**config.mk**
```make
export PLATFORM = sky130hd
export DESIGN_NAME = ula_contention
export DESIGN_NICKNAME = d
export VERILOG_FILES = /design/src/rtl/ula_contention.sv
export SDC_FILE = /design/constraint.sdc
export NUM_CORES = 1
export LEC_CHECK = 0
export BUFFER_PORTS_ARGS = -buffer_cell sky130_fd_sc_hd__buf_2
export CAP_MARGIN = 25
export CORE_MARGIN = 2
export CORE_UTILIZATION = 45
export DETAILED_ROUTE_END_ITERATION = 6
export GPL_TIMING_DRIVEN = 0
export PLACE_DENSITY = 0.78
export SYNTH_ARGS = -nofsm -noshare
export SYNTH_HDL_FRONTEND = slang
export SYNTH_SLANG_ARGS = --single-unit
```
**constraint.sdc**
```tcl
create_clock -name clk -period 2.05 [get_ports clk]
set_clock_uncertainty 0.2 [all_clocks]
set_input_delay 0 -clock clk [delete_from_list [all_inputs] [get_ports clk]]
set_output_delay 0 -clock clk [all_outputs]
set_load 0.02 [all_outputs]
```
**src/rtl/ula_contention.sv**
```systemverilog
// ---------------------------------------------------------------------------
// ula_contention
//
// Purpose: ULA memory/I/O contention and frame interrupt generator for the
// 48K/128K Spectrum timing model. A private pixel/line counter pair advances
// on the 7 MHz enable. The contention window derived from it is combined with
// the current Z80 address/IORQ to produce a registered stall request for the
// clock-enable block. It also produces the registered frame interrupt.
//
// Optional feature macro: CONTENTION_128K_EN
//   defined   : accesses to C000-FFFF are contended when bank_contended is set
//   undefined : 48K behaviour, bank_contended is ignored
//
// Ports:
//   clk            in   28 MHz master clock
//   rst            in   asynchronous active-high reset
//   clk7en         in   pixel clock enable, one clk wide
//   a[15:0]        in   Z80 address bus
//   iorq_n         in   Z80 IORQ, active low
//   bank_contended in   paged upper bank is contended (128K option only)
//   CPUContention  out  registered stall request
//   int_n          out  registered frame interrupt, active low
//   hc[8:0]        out  pixel counter
//   vc[8:0]        out  line counter
// ---------------------------------------------------------------------------
module ula_contention #(
    parameter int HTOTAL      = 448,
    parameter int VTOTAL      = 312,
    parameter int CONT_HSTART = 0,
    parameter int INT_LINE    = 248,
    parameter int INT_LEN     = 64
) (
    input  logic        clk,
    input  logic        rst,
    input  logic        clk7en,
    input  logic [15:0] a,
    input  logic        iorq_n,
    input  logic        bank_contended,
    output logic        CPUContention,
    output logic        int_n,
    output logic [8:0]  hc,
    output logic [8:0]  vc
);

    localparam logic [8:0] H_LAST     = 9'(HTOTAL - 1);
    localparam logic [8:0] V_LAST     = 9'(VTOTAL - 1);
    localparam logic [9:0] CONT_START = 10'(CONT_HSTART);
    localparam logic [8:0] INT_LINE_L = 9'(INT_LINE);
    localparam logic [8:0] INT_LEN_L  = 9'(INT_LEN);

    logic [8:0] hc_q, hc_d;
    logic [8:0] vc_q, vc_d;
    logic       cont_q, cont_d;
    logic       int_n_q, int_n_d;

    logic [9:0] hrel;
    logic       win;
    logic       acc;
    logic       unused_bits;

    // Pixel/line counters: hold without clk7en, wrap at line and frame end.
    always_comb begin
        hc_d = hc_q;
        vc_d = vc_q;
        if (clk7en) begin
            if (hc_q == H_LAST) begin
                hc_d = '0;
                vc_d = (vc_q == V_LAST) ? 9'd0 : vc_q + 9'd1;
            end else begin
                hc_d = hc_q + 9'd1;
            end
        end
    end

    // Offset into the contention window. The extra top bit catches the
    // borrow when hc is left of the window start, so the window never wraps
    // across the end of the line; bit 8 set means offset >= 256.
    assign hrel = {1'b0, hc_q} - CONT_START;

    // Twelve contended pixel clocks out of every sixteen gives the
    // 6,5,4,3,2,1,0,0 T-state delay pattern.
    assign win = (vc_q < 9'd192) && (hrel[9:8] == 2'b00) && (hrel[3:0] < 4'd12);

    // Address-bus decode only: the real ULA contends without MREQ.
`ifdef CONTENTION_128K_EN
    assign acc = (a[15:14] == 2'b01) ||
                 (!iorq_n && !a[0]) ||
                 ((a[15:14] == 2'b11) && bank_contended);
    assign unused_bits = ^{a[13:1], hrel[7:4]};
`else
    assign acc = (a[15:14] == 2'b01) || (!iorq_n && !a[0]);
    assign unused_bits = ^{a[13:1], hrel[7:4], bank_contended};
`endif

    // Outputs are computed from the counter values present in this cycle, so
    // they trail a counter step by exactly one clk and never hold a stale stall.
    assign cont_d  = win && acc;
    assign int_n_d = !((vc_q == INT_LINE_L) && (hc_q < INT_LEN_L));

    always_ff @(posedge clk or posedge rst) begin
        if (rst) begin
            hc_q    <= '0;
            vc_q    <= '0;
            cont_q  <= 1'b0;
            int_n_q <= 1'b1;
        end else begin
            hc_q    <= hc_d;
            vc_q    <= vc_d;
            cont_q  <= cont_d;
            int_n_q <= int_n_d;
        end
    end

    assign CPUContention = cont_q;
    assign int_n         = int_n_q;
    assign hc            = hc_q;
    assign vc            = vc_q;

endmodule

```
==> impl_metrics.csv <==
group,metric,value,unit
synth,synthesis.nets,126,
sta,timing.final.max_slew_violations,0,
placement,place.gp.congestion,0.852,
synth,synth_area_per_cell,10.2,sq um
grt,grt_start_max_net_pins,21,
grt,grtUsageTotal,19.2,%
drt,num_vias,888,
setup_path,crit_path_max_delay_family,"simple AND/OR/NAND/NOR gates",
die,start_util,47.6,%
clock_tree,ctsLongestPathBuffers,2,
sta,max_freq,534,MHz
sta,relSlewSlack,50.2,%
cells_and_area,filler_cell_count,202,
die,floorplan.die.height,52.1,microns
setup_path,worst_ep_arrival_time,1.87,ns
synth,yosysUniqueCellTypes,35,
grt,global_route.overflow_total,0,
sta,timing_worst_slew_pin_value,0.746,ns
cells_and_area,flow.area_growth_from_synthesis,22.2,%
drt,drt-vias-per-instance,5.41,
sta,timing.final.crit_share,91.3,%
placement,dpl.hpwl,1640,microns
clock_tree,cts_tree,"done",
power_and_ir_drop,peak_supply_drop,566,uV
drt,drt_drc_violations_left,0,
clock_tree,clkTransAtPathRegs,0.11,ns
run_status,run_status,"finished clean",
synth,synth.largest_area_cell,"dfrtp_1",
power_and_ir_drop,power_leakage,0.616,nW
die,fp.dieW,52.1,microns
grt,first_global_vias,823,
drt,wire_per_inst,13.3,microns
cells_and_area,n_antenna_cell,0,
synth,synth_top_cell_area_share,45.6,%
sta,setup-violations-final,0,
setup_path,critical_path_class,"register to register",
synth,post_synth_instance_area,0.00104,sq mm
sta,hold_slack,0.151,ns
cells_and_area,footprint_of_the_multi_input_gates,498,sq um
setup_path,end_kind,"register",
placement,numPortBuffers,26,
setup_path,cp_slowest_cell,"dfrtp_1",
drt,first_iter_violations,14,
synth,synth_seq_area_share,48.1,%
die,rows,17,
setup_path,required_worst_endpoint,2.05,ns
clock_tree,tritoncts.num_buffers,3,
cells_and_area,final_layout_size_suffix_gt1_share,29.4,%
sta,grt_setup_unrepaired,"no",
die,core_region_area,0.00219,sq mm
grt,grt_pass1_wl,3700,microns
setup_path,cp_max_fo,10,
drt,drt.antenna.violating_nets,0,
clock_tree,insertion_delay,0.30,ns
setup_path,setup.worst_path.start_class,"register",
drt,detail_route.first_pass.iterations,4,
cells_and_area,final_nets,161,
clock_tree,root_buffer,"clkbuf_4",
power_and_ir_drop,powerDensity,792,mW/mm^2
sta,final_period_minus_worst_setup_slack,1.87,ns
synth,synth_seq_cells,20,
cells_and_area,seqCellArea,502,sq um
clock_tree,clock_sink_count,20,
synth,syn_inst,102,
cells_and_area,mostFrequentLayoutCells,"27 x buf_2, 19 x dfrtp_1, 9 x nand3_1, 8 x nand2_1, 8 x nor2_1",
synth,largest_cells_by_area_after_synthesis,"dfrtp_1 46%, nand3_1 4.3%, xnor2_1 4.2%",
clock_tree,htree_levels,1,
setup_path,timing.critical_path.slowest_cell_delay,0.43,ns
setup_path,path_cells,"ha_1 -> nand2_1 -> nor3_2 -> buf_6 -> o21ai_0 -> o2bb2ai_1",
sta,final.setup.tns,0,ns
drt,routed_wirelength,2190,microns
clock_tree,resized_gates_after_cts,0,
setup_path,worst-path-buf-inv,1,
synth,synthesis.yosys.warnings,0,
worst_hold_path,classification_of_the_worst_slack_hold_path,"input port to asynchronous set/reset pin",
die,ioPinCount,41,
grt,antenna_found_initial,0,
die,die_area,0.00272,sq mm
run,max_cap_viol,0,
power_and_ir_drop,report.power.total,1.01,mW
sta,final_hold_viols,0,
cells_and_area,most_common_library_cell_in_the_layout_ignoring_fill_and_taps,"buf_2",
## power breakdown
group	internal, mW	total [mW]	leakage, nW	switching (mW)
combinational	0.108	0.262	0.353	0.155
sequential	0.452	0.557	0.248	0.105
clock	0.0758	0.190	0.0150	0.114
total	0.635	1.01	0.616	0.374
## state kept, by name (all words and copies together), names as in the netlist
signal / count
int_n: 1
hc: 9
vc: 9
CPUContention: 1
## cell usage after synthesis (all sizes together)
| cell type | count |
|---|---|
| a22o | 1 |
| nand2b | 1 |
| nand2 | 8 |
| nor2b | 1 |
| buf | 2 |
| nand3b | 1 |
| a31o | 1 |
| or4 | 1 |
| xor2 | 2 |
| or3 | 1 |
| a21oi | 3 |
| nor2 | 8 |
| o2bb2ai | 1 |
| o311ai | 1 |
| nand3 | 10 |
| nand4 | 3 |
| a31oi | 2 |
| nor4b | 1 |
| and3 | 3 |
| xnor2 | 5 |
| nor3 | 2 |
| mux2 | 3 |
| dfstp | 1 |
| o21ai | 7 |
| nand4b | 1 |
| ha | 3 |
| o22ai | 1 |
| dfrtp | 19 |
| nor4 | 2 |
| inv | 7 |
## worst reg2reg max path, stage by stage (launching register included)
cell and delay (ns):
dfrtp_1 0.43, ha_1 0.21, nand2_1 0.16, nor3_2 0.34, buf_6 0.19, o21ai_0 0.10
o2bb2ai_1 0.14
## final timing paths
path,to,slack (ns),from,cells past startpoint
min in group clk,hc[0],0.30,clk7en,3
max reg2reg,vc[4],0.18,hc[0],6
max,vc[4],0.18,hc[0],6
max in group asynchronous,vc[8],1.02,rst,3
min,hc[3],0.15,rst,3
min reg2reg,vc[7],0.37,vc[7],1
## metrics by stage
stage          utilization, %  std cells  cell area (sq um)  worst slack (ns)
4_1_cts                  58.1        164               1270             0.170
3_5_place_dp             55.1        156               1210             0.190
5_1_grt                  58.1        164               1270           0.00102
6_report                 58.1        164               1270             0.178
3_3_place_gp             55.1        156               1210             0.253
2_1_floorplan               -        102               1040             0.259
## cells by family (layout without fill, tap and decap cells)
kind of cell    count (synthesis)  after routing  synth area share, %
fa+ha+maj                       3              3                 3.60
xor+xnor                        7              7                 5.88
compound gates                 17             17                 9.96
mux                             3              3                 3.24
flops                          20             20                 48.1
buf+inv                         9             43                 4.08
simple gates                   43             43                 25.1
## metal layers
metal	global-route usage, %	share of wire, %	up-vias
met2	33.8	49	22
met4	9.21	1.3	0
met1	22.9	45	432
li1	-	-	430
met3	2.59	4.3	4
met5	0	0	-
## final cells by class
class | count | share of cell area, %
flip-flops and latches | 20 | 39.4
multi-input cells | 73 | 39.1
repair buffers | 30 | 13.4
well taps | 28 | 2.75
clock buffers | 4 | 2.06
inverters | 7 | 2.06
plain buffers | 2 | 1.28
## repair_timing
item | 4_1_cts | 5_1_grt
endpoints found under the setup margin | 0 | 0
hold buffers | 4 | 0
hold endpoints to repair | 26 | 0
setup buffers | 0 | 0
Power figures use the tool's default switching activity.
